**src/rtl/matrix_ls_sequencer.sv**
```systemverilog
// rtl/matrix_ls_sequencer.sv - row sequencer for matrix load (ld.m) and store (st.m) ops
module matrix_ls_sequencer #(
  parameter int DIM      = 4,
  parameter int ELEM_W   = 16,
  parameter int ADDR_W   = 32,
  parameter int MAT_REGS = 16,
  parameter int MAX_OUT  = 2,
  parameter int RW       = DIM * ELEM_W,
  parameter int MR_W     = (MAT_REGS > 1) ? $clog2(MAT_REGS) : 1,
  parameter int ROW_W    = (DIM > 1) ? $clog2(DIM) : 1
) (
  input  logic              CLK,
  input  logic              RST,
  input  logic              req_valid,
  output logic              req_ready,
  input  logic              req_is_store,
  input  logic [ADDR_W-1:0] req_base,
  input  logic [3:0]        req_stride,
  input  logic [MR_W-1:0]   req_mreg,
  output logic              mem_valid,
  input  logic              mem_ready,
  output logic              mem_wen,
  output logic [ADDR_W-1:0] mem_addr,
  output logic [RW-1:0]     mem_wdata,
  input  logic              mem_rvalid,
  input  logic [RW-1:0]     mem_rdata,
  output logic [MR_W-1:0]   rf_rd_reg,
  output logic [ROW_W-1:0]  rf_rd_row,
  input  logic [RW-1:0]     rf_rd_data,
  output logic              rf_wr_en,
  output logic [MR_W-1:0]   rf_wr_reg,
  output logic [ROW_W-1:0]  rf_wr_row,
  output logic [RW-1:0]     rf_wr_data,
  output logic              busy,
  output logic              done
);

  // Counters must hold the value DIM (all rows issued / all responses seen).
  localparam int CW = $clog2(DIM + 1);
  localparam int OW = $clog2(MAX_OUT + 1);

  typedef enum logic [1:0] {
    IDLE  = 2'd0,
    ISSUE = 2'd1,
    DRAIN = 2'd2
  } state_e;

  state_e             state_q, state_d;
  logic [ADDR_W-1:0]  base_q, base_d;
  logic [ADDR_W-1:0]  stride_q, stride_d;
  logic [MR_W-1:0]    mreg_q, mreg_d;
  logic               is_store_q, is_store_d;
  logic [CW-1:0]      issue_row_q, issue_row_d;
  logic [CW-1:0]      resp_cnt_q, resp_cnt_d;
  logic [OW-1:0]      outst_q, outst_d;
  logic               done_q, done_d;
  logic               rf_wr_en_q, rf_wr_en_d;
  logic [MR_W-1:0]    rf_wr_reg_q, rf_wr_reg_d;
  logic [ROW_W-1:0]   rf_wr_row_q, rf_wr_row_d;
  logic [RW-1:0]      rf_wr_data_q, rf_wr_data_d;

  logic               issue_ok;
  logic               issue_fire;
  logic               load_fire;
  logic               resp_hit;
  logic               last_row;
  logic [ADDR_W-1:0]  req_row_stride;
  logic [ADDR_W-1:0]  row_off;

  // State and datapath registers; reset abandons any op and zeroes every counter.
  always_ff @(posedge CLK) begin
    if (RST) begin
      state_q      <= IDLE;
      base_q       <= '0;
      stride_q     <= '0;
      mreg_q       <= '0;
      is_store_q   <= 1'b0;
      issue_row_q  <= '0;
      resp_cnt_q   <= '0;
      outst_q      <= '0;
      done_q       <= 1'b0;
      rf_wr_en_q   <= 1'b0;
      rf_wr_reg_q  <= '0;
      rf_wr_row_q  <= '0;
      rf_wr_data_q <= '0;
    end else begin
      state_q      <= state_d;
      base_q       <= base_d;
      stride_q     <= stride_d;
      mreg_q       <= mreg_d;
      is_store_q   <= is_store_d;
      issue_row_q  <= issue_row_d;
      resp_cnt_q   <= resp_cnt_d;
      outst_q      <= outst_d;
      done_q       <= done_d;
      rf_wr_en_q   <= rf_wr_en_d;
      rf_wr_reg_q  <= rf_wr_reg_d;
      rf_wr_row_q  <= rf_wr_row_d;
      rf_wr_data_q <= rf_wr_data_d;
    end
  end

  // Handshake qualifiers: loads need a free credit, judged on the registered count only.
  always_comb begin
    req_row_stride = (req_stride == 4'd0) ? ADDR_W'(RW / 8) : ADDR_W'({req_stride, 2'b00});
    issue_ok   = (state_q == ISSUE) && (issue_row_q < CW'(DIM)) &&
                 (is_store_q || (outst_q < OW'(MAX_OUT)));
    issue_fire = issue_ok && mem_ready;
    load_fire  = issue_fire && !is_store_q;
    resp_hit   = mem_rvalid && (outst_q != '0);
    last_row   = (issue_row_q == CW'(DIM - 1));
  end

  // Next-state, counter and response-capture logic.
  always_comb begin
    state_d      = state_q;
    base_d       = base_q;
    stride_d     = stride_q;
    mreg_d       = mreg_q;
    is_store_d   = is_store_q;
    issue_row_d  = issue_row_q + CW'(issue_fire);
    resp_cnt_d   = resp_cnt_q + CW'(resp_hit);
    outst_d      = outst_q + OW'(load_fire) - OW'(resp_hit);
    done_d       = 1'b0;
    rf_wr_en_d   = 1'b0;
    rf_wr_reg_d  = rf_wr_reg_q;
    rf_wr_row_d  = rf_wr_row_q;
    rf_wr_data_d = rf_wr_data_q;

    // A counted response is written to the RF on the following cycle.
    if (resp_hit) begin
      rf_wr_en_d   = 1'b1;
      rf_wr_reg_d  = mreg_q;
      rf_wr_row_d  = resp_cnt_q[ROW_W-1:0];
      rf_wr_data_d = mem_rdata;
    end

    unique case (state_q)
      IDLE: begin
        if (req_valid) begin
          base_d      = req_base;
          stride_d    = req_row_stride;
          mreg_d      = req_mreg;
          is_store_d  = req_is_store;
          issue_row_d = '0;
          resp_cnt_d  = '0;
          state_d     = ISSUE;
        end
      end
      ISSUE: begin
        if (issue_fire && last_row) begin
          if (is_store_q || (outst_d == '0)) begin
            state_d     = IDLE;
            done_d      = 1'b1;
            issue_row_d = '0;
          end else begin
            state_d = DRAIN;
          end
        end
      end
      DRAIN: begin
        // Finishing on the next count makes done coincide with the final RF write.
        if (resp_cnt_d == CW'(DIM)) begin
          state_d     = IDLE;
          done_d      = 1'b1;
          issue_row_d = '0;
        end
      end
      default: begin
        state_d = IDLE;
      end
    endcase
  end

  // Request port: address and data derive from registers only, so they hold during stalls.
  always_comb begin
    row_off   = ADDR_W'(issue_row_q) * stride_q;
    mem_valid = issue_ok;
    mem_wen   = issue_ok && is_store_q;
    mem_addr  = issue_ok ? (base_q + row_off) : '0;
    mem_wdata = (issue_ok && is_store_q) ? rf_rd_data : '0;
    rf_rd_reg = mreg_q;
    rf_rd_row = issue_row_q[ROW_W-1:0];
  end

  // Status and RF write outputs.
  always_comb begin
    req_ready  = (state_q == IDLE);
    busy       = (state_q != IDLE);
    done       = done_q;
    rf_wr_en   = rf_wr_en_q;
    rf_wr_reg  = rf_wr_reg_q;
    rf_wr_row  = rf_wr_row_q;
    rf_wr_data = rf_wr_data_q;
  end

endmodule

```
**config.mk**
```make
export PLATFORM = sky130hd
export DESIGN_NAME = matrix_ls_sequencer
export DESIGN_NICKNAME = d
export VERILOG_FILES = /design/src/rtl/matrix_ls_sequencer.sv
export SDC_FILE = /design/constraint.sdc
export NUM_CORES = 1
export LEC_CHECK = 0
export CORE_AREA = 5 5 135 137
export DETAILED_ROUTE_END_ITERATION = 7
export DIE_AREA = 0 0 140 142
export GPL_ROUTABILITY_DRIVEN = 0
export PLACE_DENSITY_LB_ADDON = 0.3
export REMOVE_ABC_BUFFERS = 1
export SLEW_MARGIN = 20
export SYNTH_ARGS = -nofsm -noshare
export SYNTH_HDL_FRONTEND = slang
export SYNTH_SLANG_ARGS = --single-unit
export TNS_END_PERCENT = 100
```
**constraint.sdc**
```tcl
create_clock -name CLK -period 4.3 [get_ports CLK]
set_input_delay 0.43 -clock CLK [delete_from_list [all_inputs] [get_ports CLK]]
set_output_delay 0.43 -clock CLK [all_outputs]
set_load 0.01 [all_outputs]
```
==> results of run 1 <==
[worst max-delay path: cells and delay by family, from the launching register on]
kind | cells | cell delay (ns)
flops | 1 | 0.33
xor+xnor | 1 | 0.12
simple gates | 3 | 0.32
buf+inv | 4 | 0.84
compound gates | 2 | 0.44
fa+ha+maj | 3 | 1.27
[final timing paths]
check / endpoint / slack, ns / cells past startpoint
setup / recovery: mem_addr[28] / 0.14 / 13
hold / removal: base_q[0]$_SDFFE_PP0P_ / 0.45 / 2
setup reg to reg: issue_row_q[0]$_SDFF_PP0_ / 0.85 / 16
hold reg to reg: base_q[0]$_SDFFE_PP0P_ / 0.45 / 2
[what timing repair did]
action,in CTS,in global routing
hold buffers,0,0
setup endpoints to repair,23,20
pin swaps,1,0
setup buffers,2,1
resized for setup,29,34
gates cloned,1,0
[layout make-up]
| cell class | count | area (µm²) |
|---|---|---|
| Clock buffer | 17 | 425.4 |
| Clock inverter | 14 | 171.4 |
| Fill cell | 1510 | 6459 |
| Inverter | 30 | 112.6 |
| Multi-Input combinational cell | 592 | 3359 |
| Sequential cell | 123 | 2470 |
| Tap cell | 225 | 281.5 |
| Timing Repair Buffer | 371 | 3657 |
[metal layers]
layer  track usage, %  up-vias
met3            8.871       23
met5                0        -
met4            6.017        2
li1                 -     3314
met2            32.72      213
met1            26.03     2932
[logic make-up after synthesis]
logic type      count (synthesis)
simple gates                  387
compound gates                156
flops                         123
buf+inv                        90
fa+ha+maj                      27
xor+xnor                       21
mux                             1
[per-stage QoR]
stage               power [W]  hold slack [ns]  utilization [%]
floorplan            0.001977           0.4257                -
global placement     0.002655           0.4399            57.61
detailed placement   0.002671           0.4441            57.61
CTS                  0.004136           0.4518            61.33
global route         0.004314           0.4661            61.86
finish               0.004084           0.4499            61.86
[placed cells by master, fill, tap and decap left out, types with 6 or more instances in the layout]
cell,netlist,routed
clkdlybuf4s50_1,0,329
nand2_1,231,230
a21oi_1,121,121
dfxtp_1,123,119
and3_1,67,67
inv_1,29,29
nor2_1,25,24
buf_4,3,20
ha_1,20,19
and2_1,18,18
clkbuf_16,0,17
xnor2_1,16,16
o21ai_0,11,11
dlymetal6s2s_1,0,11
nor3_1,11,10
a211oi_2,1,7
or3_1,6,6
nand3_1,6,6
fa_1,7,6
[where the power goes]
part | leakage, nW | internal (W) | switching [W] | total (W)
Combinational | 3.01 | 0.000587 | 0.000652 | 0.00124
Clock | 0.286 | 0.000911 | 0.000533 | 0.00144
Sequential | 1.00 | 0.00130 | 0.0000985 | 0.00140
==> results.md, run 1 <==
Run status:
- The run finished with clean final reports.

Logic synthesis:
- Among all flip-flop cells after synthesis, the most frequent one is dfxtp_1.
- Yosys attributes the largest share of cell area to dfxtp_1 (41%), nand2_1 (14%), a21oi_1 (10%).
- During synthesis, Yosys emitted a total of 0 warnings.
- In this run, synthesis inferred 0 flip-flops with an integrated enable.
- After synthesis, the share of cell area in mux cells is 0.1648%.
- The dominant combinational cell family by area after synthesis is simple AND/OR/NAND/NOR gates.
- Ranked by instance count, the synthesized netlist is headed by nand2_1 (231), dfxtp_1 (123), a21oi_1 (121).
- The synthesized design contains 123 register bits.
- The share of the Yosys chip area taken by registers is 40.54%.
- The xor-xnor portion of the synthesized cell area is 3.254%.
- The share of synthesized registers carrying an async set or reset is 0%.
- The synthesized netlist devotes 14.40% of its cell area to compound gates.
- Yosys instantiated no cell more often than nand2_1.
- The adder-cell share of the synthesized area is 6.426%.
- After synthesis the cells add up to 6075 µm².
- The count of mapped cells out of synthesis is 805.
- The dominant cell type by area after synthesis is dfxtp_1.
- The number of different library cells used by synthesis comes to 48.
- The post-synthesis average cell area is 7.546 µm².
- After Yosys synthesis, and, or, nand and nor cells account for 29.35% of the synthesized area.
- The top cell type by area accounts for 40.54% of the synthesized area.

Drt:
- The routed wire length is 21.83 mm.
- The top metal layer carrying routed signals is met5.
- The violation count after the first detailed-route iteration is 246.
- The post-detailed-route count of antenna-violating nets is 0.
- Detailed routing inserted a total of 6484 vias.
- The average routed wire per standard cell is 15.91 µm.
- In the routed layout, each cell is associated on average with a via count of 4.726.
- The detailed-route wire length on metal 1 is 9.506 mm.
- In the routed design, unresolved DRC markers number 0.
- Before antenna repair, the detailed router went through 4 iterations.
- Summed over all nets, wire length on met3 after detailed routing comes to 1.894 mm.
- Wire segments on met2 add up to 10.11 mm in the final route.

Placement:
- The wire-length estimate of the detail-placed layout is 15.78 mm.
- The worst slack after detailed placement is 0.1293 ns.
- The placed standard-cell area is 9757 µm².
- In this run, placement finished with an instance count of 1337.
- During placement, the flow inserted port buffers numbering 351.

Floorplan:
- The die is 142 µm tall.
- The total area inside the core boundary comes to 16940 µm².
- The count of boundary I/O pins is 352.
- The area enclosed by the die boundary is 19880 µm².
- The die is 140 µm wide.
- After floorplanning, the core was divided into 48 placement rows.
- For this configuration, the core starts out at a cell density of 35.87%.

Cells and area:
- The area growth from synthesis to layout is 72.48%.
- The repair_antennas step left the layout with diodes totalling 0.
- Of the cells placed in the final design, the portion with a size suffix greater than 1 is 7.672%.
- The finished cells cover 10480 µm².
- The register with the most flip-flops in the layout has 64 of them.
- The net count of the finished layout is 1336.
- After the flow finishes, the layout carries non-filler instances totaling 1372.

Global route:
- The first global-routing pass estimated 33.62 mm of wire.
- The initial antenna violation count is 1.
- The overall track demand over capacity in global routing is 20.73%.
- Summed over all layers, the global routing overflow is 0.
- The via count of the first global-routing pass is 6398.
- The maximum number of pins on one net before global-route repair is 74.

Setup path:
- Walking the worst path, the cells encountered are and2_1, fa_1, inv_1, fa_1, inv_1, ha_4, o211a_1, a21boi_2, buf_4, nor3_1, xnor2_1, nor2_1, clkdlybuf4s50_1.
- The first element of the critical path is issue_row_q[2]$_SDFF_PP0_.
- The startpoint of the worst register-to-register path is state_q[1]$_SDFFE_PP0P_.
- The maximum cell stage delay along the critical path is 0.54 ns.
- By startpoint and endpoint, the worst setup path is classified as register to output pin.
- The kind of launch point of the worst setup path is a register.
- At the worst endpoint, the arrival time is 3.73 ns.
- The worst-path maximum fanout is 5.
- The capturing element type of the critical path is an output pin.
- For this design, the slowest cell found on the critical path is clkdlybuf4s50_1.
- STA puts the critical path data required time at 3.87 ns.

Timing:
- The final setup TNS is 0 ns.
- The ratio of final minimum period to clock period is 96.64%.
- Measured against its own limit, the worst slew margin works out to 46.16%.
- The final worst slack is 0.1447 ns.
- The slew at the pin closest to its max-slew limit is 0.8076 ns.
- The upper clock frequency limit is 0.2407 GHz.
- The max-slew violation total from the final report came to 0.
- The final setup violation count is 0.
- The hold violation count in the final report is 0.
- The minimum clock period after layout is 4.155 ns.
- On the final layout, the worst clock skew is 0.008178 ns.
- Setup repair after global routing could not meet its margin everywhere.

Worst hold path:
- The type of the tightest min-delay check is register to register.
- The worst hold path begins at base_q[0]$_SDFFE_PP0P_.

Clock network:
- The clock net in this run drives a total of 123 sinks.
- Clock-pin slew was measured on the worst setup and hold paths at 0.06 ns.
- The number of H-tree levels is 4.
- TritonCTS built the clock tree.
- The clock network latency to the later pin of the worst-skew pair is 0.41 ns.
- The clock passes through at most 2 buffers.
- Clock tree synthesis selected as its root buffer the cell clkbuf_16.
- Counting the buffers created by CTS gives 17.

Run:
- Across the run, the number of max-cap violations was 0.

Pwr:
- The maximum ir drop on the vdd rail is 0.0003306 V.
- The cell area power density is 389.8 nW/µm².
- For this design the static power due to leakage is 4.303 nW.
No activity file was read; power rests on OpenSTA's default activity.
==> run 2, diff against run 1 <==
Settings changed: CORE_AREA 5 5 135 137 to 5 5 133 135, CTS_CLUSTER_DIAMETER set to 60, DIE_AREA 0 0 140 142 to 0 0 138 140, DONT_BUFFER_PORTS set to 1, SETUP_SLACK_MARGIN set to 0.3.
==> run 2 against run 1 <==
  * Global-route usage shrank 2.1 points
  * Worst hold slack lost 0.36 ns
  * Via count shrank 17%
  * Combinational power shrank 44%
  * Clock skew grew 0.00078 ns
  * Maximum frequency grew 7.1%
  * Total power shrank 13%
  * Final cell count shrank 25%
  * Critical path type unchanged
  * Critical endpoint is now mem_addr[31]
  * Highest routed layer is now met4
==> results.md, run 2 (same netlist as run 1, synthesis figures left out) <==
Run status:
- The run finished with clean final reports.

Timing:
- The smallest hold slack came to 0.08799 ns (-0.3619 ns).
- The final setup TNS came to 0 ns (unchanged).
- The hold violation count in the final report is 0 (unchanged).
- The slew at the pin closest to its max-slew limit is 0.8308 ns (+0.02312 ns).
- The upper clock frequency limit came to 0.2578 GHz (+7.1%).
- The clock skew after layout is 0.008962 ns (+0.0007846 ns).
- The final setup violation count was 0 (unchanged).
- The ratio of final minimum period to clock period was 90.21% (-6.4 points).
- Setup repair after global routing left no endpoint under its margin.
- The minimum clock period after layout came to 3.879 ns (-0.2765 ns).
- The relative slew slack was 44.62% (-1.5 points).
- The final worst slack came to 0.4211 ns (+0.2765 ns).
- The max-slew violation total from the final report was 0 (unchanged).

Drt:
- The routed wire length was 19.16 mm (-12%).
- The count of vias placed by the detailed router was 5362 (-17%).
- The DRC violation count after routing was 0 (unchanged).
- The ratio of routed vias to standard cells is 5.241 (+11%).
- The number of detailed-routing iterations run before antenna repair is 4 (unchanged).
- The average routed wire per standard cell was 18.73 µm (+18%).
- The violation count after the first detailed-route iteration came to 311 (+26%).
- The post-detailed-route count of antenna-violating nets is 0 (unchanged).

Floorplan:
- The initial core utilization came to 37.16% (+1.3 points).
- The standard cell core area is 16350 µm² (-3.5%).
- The horizontal die dimension is 138 µm (-1.4%).
- The number of core rows was 47 (-2.1%).
- The area enclosed by the die boundary is 19320 µm² (-2.8%).
- The count of boundary I/O pins is 352 (unchanged).
- The height of the chip is 140 µm (-1.4%).

Placement:
- The total instance count after detailed placement was 976 (-27%).
- The half-perimeter wire length of the detailed placement result was 13.77 mm (-13%).
- The worst slack after detailed placement is 0.3821 ns (+0.2528 ns).
- The port buffer count is 0 (-100%).

Clock network:
- The number of buffers inserted during clock tree synthesis is 17 (unchanged).
- The hold-fix buffer count after cts is 0 (unchanged).
- The clock transition at the register clock pins on the worst setup and hold paths after CTS is 0.06 ns (about the same).
- The clock net sink count is 123 (unchanged).
- The clock tree from TritonCTS is done.
- CTS placed an instance of clkbuf_16 at the clock tree root.
- The clock tree buffer depth was 2 (unchanged).
- The clock network latency to the later pin of the worst-skew pair came to 0.41 ns (about the same).
- The number of H-tree levels came to 4 (unchanged).

Global route:
- The initial antenna violation count is 5 (+4).
- The wire length of the first global-routing pass is 29.22 mm (-13%).
- The maximum number of pins on one net before global-route repair is 118 (+59%).
- The via count of the first global-routing pass is 5050 (-21%).
- The overall track demand over capacity in global routing is 18.63% (-2.1 points).
- The total grt overflow is 0 (unchanged).

Pwr:
- The total power of the final layout is 0.003566 W (-13%).
- The cell area power density is 509.1 nW/µm² (+31%).
- The leakage dissipation is 2.766 nW (-36%).
- The maximum ir drop on the vdd rail is 0.0003230 V (-2.3%).

Setup path:
- The worst-path maximum fanout is 7 (+2).
- The required time at the worst-slack endpoint is 3.87 ns (about the same).
- By startpoint and endpoint, the worst setup path is classified as register to output pin.
- STA classifies the critical path endpoint as an output pin.
- The data arrival time of the critical path was 3.45 ns (-0.28 ns).
- The kind of launch point of the worst setup path is a register.

Cells and area:
- The share of final-layout standard cells stronger than drive strength 1 came to 12.67% (+5.0 points).
- The flip-flop count of the largest register after layout was 64 (unchanged).
- The number of nets in the layout came to 986 (-26%).
- Relative to the synthesized area, the layout overhead comes to 15.32%.
- In the layout the commonest cells are nand2_1 (228), dfxtp_1 (117), a21oi_1 (114), and3_1 (67), inv_1 (27).
- The library cell used most frequently in the layout, excluding fill and tap cells, is nand2_1.
- The post-route non-filler standard cell count is 1023 (-25%).

Run:
- The number of max-cap violations was 0 (unchanged).

Worst hold path:
- The type of the tightest min-delay check is input pin to register.
run 2: cell types whose count changed in the layout (fill, tap and decap cells not counted), moves of 3 or more:
cell	previous run	this run
a21oi_2	0	6
dlygate4sd2_1	4	0
nor2_1	24	21
and2_1	18	15
diode_2	0	6
clkbuf_2	3	0
clkdlybuf4s50_1	329	0
dlymetal6s2s_1	11	0
a21oi_1	121	114
nor2_2	1	4
inv_6	3	6
run 2: final timing paths:
kind,from,slack (ns),end,depth (start not counted)
setup / recovery,issue_row_q[0]$_SDFF_PP0_,0.42,mem_addr[31],11
hold / removal,RST,0.09,rf_wr_data[40]$_SDFFE_PP0P_,1
setup reg to reg,state_q[1]$_SDFFE_PP0P_,1.13,issue_row_q[0]$_SDFF_PP0_,15
hold reg to reg,base_q[1]$_SDFFE_PP0P_,0.45,base_q[1]$_SDFFE_PP0P_,2
run 2: final cells by class:
type                    count  area, µm²
multi-input cells         592       3403
flip-flops and latches    123       2477
clock inverters            14      137.6
fillers                  1711       9343
inverters                  30      112.6
diodes                      6      15.01
clock buffers              17      425.4
repair buffers             21      158.9
well taps                 220      275.3
run 2: timing repair:
item | in CTS | in global routing
gates resized for setup | 21 | 26
pin swaps | 4 | 17
gates cloned | 1 | 0
setup endpoints to repair | 20 | 23
setup buffers | 2 | 7
endpoints found under the hold margin | 0 | 0
run 2: per-stage QoR:
stage          instance area (µm²)  utilization [%]
3_5_place_dp                  6203            37.95
5_1_grt                       6995            42.79
6_report                      7005            42.85
4_1_cts                       6843            41.86
2_1_floorplan                 5831                -
3_3_place_gp                  6203            37.95
run 2: worst max-delay path: stages (launching register included):
cell and delay [ns]:
dfxtp_4 0.40, nand2_2 0.07, fa_1 0.51, inv_1 0.05, fa_1 0.52, inv_2 0.04, fa_2 0.36, nor2b_4 0.12
o211ai_1 0.14, a21o_4 0.27, or3_1 0.36, a21oi_2 0.19
run 2: routing by layer:
layer	up-vias	global-route usage, %	wire length [µm]
li1	2626	-	-
met1	2514	24.29	8481
met2	213	27.16	8329
met3	9	10.46	2224
met4	0	3.744	127
met5	-	0	0
run 2: power by group:
| part | switching [W] | internal (W) | total, W |
|---|---|---|---|
| Combinational | 0.000483 | 0.000218 | 0.000700 |
| Clock | 0.000568 | 0.000807 | 0.00137 |
| Sequential | 0.000190 | 0.00130 | 0.00149 |
==> run 3, diff against run 2 <==
Settings changed: CELL_PAD_IN_SITES_DETAIL_PLACEMENT set to 1, CELL_PAD_IN_SITES_GLOBAL_PLACEMENT set to 1, SLEW_MARGIN 20 to 5.
==> run 3 against run 2 <==
  * Critical path depth stayed put
  * Sequential share of layout area is 0.46 points lower
  * Setup slack worse by 0.075 ns
  * Non-clock buffer count is 3 lower
  * Flip-flop and latch count stayed put
  * Design area is 1.2% higher
  * Clock power is 7% higher
  * Critical endpoint unchanged
  * Total power is 3.3% higher
==> results.md, run 3 (same netlist as run 1, synthesis figures left out) <==
Run status:
- The flow ran to the end, and the final reports show no timing, DRC or antenna violations.

Timing:
- The max-slew violation total from the final report is 0 (unchanged).
- Setup repair after global routing could not meet its margin everywhere.
- The minimum clock period after layout is 3.954 ns (+0.07528 ns).
- The ratio of final minimum period to clock period is 91.96% (+1.8 points).
- The slew at the pin closest to its max-slew limit is 0.7364 ns (-0.09434 ns).
- The final worst slack was 0.3459 ns (-0.07528 ns).
- The final setup TNS was 0 ns (unchanged).
- The relative slew slack is 50.90% (+6.3 points).
- The clock skew after layout is 0.008775 ns (-0.0001869 ns).
- The upper clock frequency limit is 0.2529 GHz (-1.9%).
- The final setup violation count was 0 (unchanged).
- The hold violation count in the final report came to 0 (unchanged).

Drt:
- The ratio of routed vias to standard cells was 5.495 (+4.8%).
- The routed wire length is 21.54 mm (+12%).
- The average routed wire per standard cell was 21.16 µm (+13%).
- The DRC violation count after routing was 0 (unchanged).
- The number of detailed-routing iterations run before antenna repair came to 4 (unchanged).
- The violation count after the first detailed-route iteration came to 314 (+0.96%).
- The count of vias placed by the detailed router is 5594 (+4.3%).
- The post-detailed-route count of antenna-violating nets was 0 (unchanged).

Floorplan:
- The number of core rows was 47 (unchanged).
- The standard cell core area came to 16350 µm² (unchanged).
- The initial core utilization was 37.16% (unchanged).
- The horizontal die dimension is 138 µm (unchanged).
- The count of boundary I/O pins came to 352 (unchanged).
- The height of the chip came to 140 µm (unchanged).
- The area enclosed by the die boundary is 19320 µm² (unchanged).

Clock network:
- The number of buffers inserted during clock tree synthesis is 17 (unchanged).
- The hold-fix buffer count after cts is 0 (unchanged).
- The clock tree buffer depth is 2 (unchanged).
- The clock network latency to the later pin of the worst-skew pair came to 0.41 ns (about the same).
- The clock transition at the register clock pins on the worst setup and hold paths after CTS is 0.06 ns (about the same).
- The clock net sink count is 123 (unchanged).
- The cell at the root of the clock tree is clkbuf_16.
- TritonCTS built the clock tree.
- The number of H-tree levels is 4 (unchanged).

Setup path:
- Counting stages on the worst path, the most repeated cell is fa_1.
- The maximum cell stage delay along the critical path came to 0.52 ns (about the same).
- The critical path goes through nand2_2, fa_1, inv_1, fa_1, inv_2, fa_2, nor2b_2, o211ai_1, a21o_4, or3_4, a21oi_4.
- The data arrival time of the critical path is 3.52 ns (+0.07 ns).
- The capture instance of the worst register-to-register path is issue_row_q[0]$_SDFF_PP0_.
- The cell depth of the worst flop-to-flop path is 16 (+1).
- The startpoint identified for the worst register-to-register timing path is state_q[1]$_SDFFE_PP0P_.
- The reg-to-reg setup timing slack was 0.74 ns (-0.39 ns).
- The library cell contributing the largest single delay on the critical path is fa_1.
- STA classifies the critical path endpoint as an output pin.
- The number of buffer and inverter stages on the critical path is 2 (unchanged).
- The worst-path maximum fanout is 8 (+1).
- The category of the most critical setup path is register to output pin.
- The required time at the worst-slack endpoint is 3.87 ns (about the same).
- The kind of cell adding the most delay to the critical path is adder cells.
- The kind of launch point of the worst setup path is a register.

Cells and area:
- The area growth from synthesis to layout is 16.73%.
- The share of final-layout standard cells stronger than drive strength 1 is 13.57% (+0.90 points).
- The post-route non-filler standard cell count is 1018 (-0.49%).
- The flip-flop count of the largest register after layout is 64 (unchanged).
- The number of nets in the layout is 984 (-0.20%).
- The library cell used most frequently in the layout, excluding fill and tap cells, is nand2_1.
- The library cells used most frequently in the layout, excluding fill and tap cells, are nand2_1 (229), dfxtp_1 (119), a21oi_1 (114), and3_1 (67), inv_1 (27).

Global route:
- The initial antenna violation count is 4 (-1).
- The overall track demand over capacity in global routing is 20.87% (+2.2 points).
- The wire length of the first global-routing pass is 32.71 mm (+12%).
- The total grt overflow is 0 (unchanged).
- The via count of the first global-routing pass is 5768 (+14%).
- The maximum number of pins on one net before global-route repair was 118 (unchanged).

Pwr:
- The maximum ir drop on the vdd rail is 0.0002539 V (-21%).
- The clock share of power came to 39.7% (+1.2 points).
- The total internal power came to 0.002399 W (+3.1%).
- The net switching fraction of the power is 34.89% (+0.11 points).
- The register share of total power is 40.7% (-1.1 points).
- The combinational power share is 19.6% (about the same).
- The total power of the final layout came to 0.003685 W (+3.3%).
- The leakage dissipation is 2.769 nW (about the same).
- The net switching power figure is 0.001286 W (+3.7%).
- The cell area power density is 519.7 nW/µm² (+2.1%).

Placement:
- The half-perimeter wire length of the detailed placement result came to 15.95 mm (+16%).
- The port buffer count is 0 (unchanged).
- The worst slack after detailed placement was 0.2799 ns (-0.1022 ns).
- The total instance count after detailed placement is 975 (-0.10%).

Worst hold path:
- The min-delay analysis places its worst path in the category input pin to register.
- The startpoint identified for the worst hold timing path is RST.
- The terminating pin of the worst hold path is rf_wr_data[41]$_SDFFE_PP0P_.
- The number of instances on the worst hold path is 1 (unchanged).

Run:
- The number of max-cap violations is 0 (unchanged).
run 3: cell count changes in the layout (fill, tap and decap cells not counted), moves of 3 or more:
cell | before | now
a21oi_4 | 1 | 6
nor2_2 | 4 | 13
buf_4 | 19 | 16
a21oi_2 | 6 | 1
or3_1 | 5 | 2
or3_4 | 1 | 4
diode_2 | 6 | 2
nor2_1 | 21 | 12
run 3: layout make-up:
cell class / count / area [µm²]
Sequential cell: 123 / 2475
Tap cell: 220 / 275.3
Clock buffer: 17 / 425.4
Timing Repair Buffer: 18 / 136.4
Antenna cell: 2 / 5.005
Inverter: 30 / 112.6
Fill cell: 2007 / 9258
Multi-Input combinational cell: 593 / 3485
Clock inverter: 15 / 176.4
run 3: worst max path at each step:
stage | depth (start not counted) | from | to
finish | 11 | stride_q[3]$_SDFFE_PP0P_ | mem_addr[31]
global route | 13 | issue_row_q[1]$_SDFF_PP0_ | mem_addr[14]
CTS | 11 | issue_row_q[0]$_SDFF_PP0_ | mem_addr[27]
detailed placement | 11 | issue_row_q[0]$_SDFF_PP0_ | mem_addr[27]
global placement | 11 | issue_row_q[1]$_SDFF_PP0_ | mem_addr[31]
floorplan | 10 | outst_q[1]$_SDFF_PP0_ | issue_row_q[0]$_SDFF_PP0_
run 3: repair_timing:
action,in CTS,in global routing
pin swaps,11,10
setup endpoints to repair,23,23
gates cloned,0,2
resized for setup,31,29
hold endpoints to repair,0,0
buffers inserted,2,5
run 3: per-stage QoR:
stage / area [µm²] / hold slack [ns] / util, %
floorplan: 5831 / 0.4257 / -
global placement: 6195 / 0.4358 / 37.89
detailed placement: 6195 / 0.4486 / 37.89
CTS: 6910 / 0.05596 / 42.27
global route: 7086 / 0.04746 / 43.34
finish: 7091 / 0.07720 / 43.37
run 3: power groups by stage:
stage	combinational (W)	clock (W)	sequential, W
after CTS	0.000719	0.00150	0.00150
after global placement	0.000654	0	0.00152
after global routing	0.000832	0.00156	0.00152
final	0.000724	0.00146	0.00150
after detailed placement	0.000709	0	0.00152
after floorplan	0.000506	0	0.00147
run 3: worst register-to-register path: stages, from the launching register on:
cell and delay (ns):
dfxtp_1 0.34, inv_1 0.08, ha_1 0.14, inv_1 0.10, or3_1 0.36, buf_4 0.28, inv_1 0.32, and2_1 0.20
nand2b_1 0.07, ha_1 0.27, inv_1 0.04, ha_1 0.17, xnor3_1 0.38, nor2b_1 0.18, nor3_1 0.08, o31a_1 0.29
and2_1 0.17
run 3: metal layers:
metal	track usage (%)	wire length [µm]	part of all wire (%)	up-vias
li1	-	-	-	2618
met1	24.62	8761	41	2738
met2	34.17	10520	49	220
met3	9.986	2067	9.6	18
met4	5.668	196	0.91	0
met5	0	0	0	-
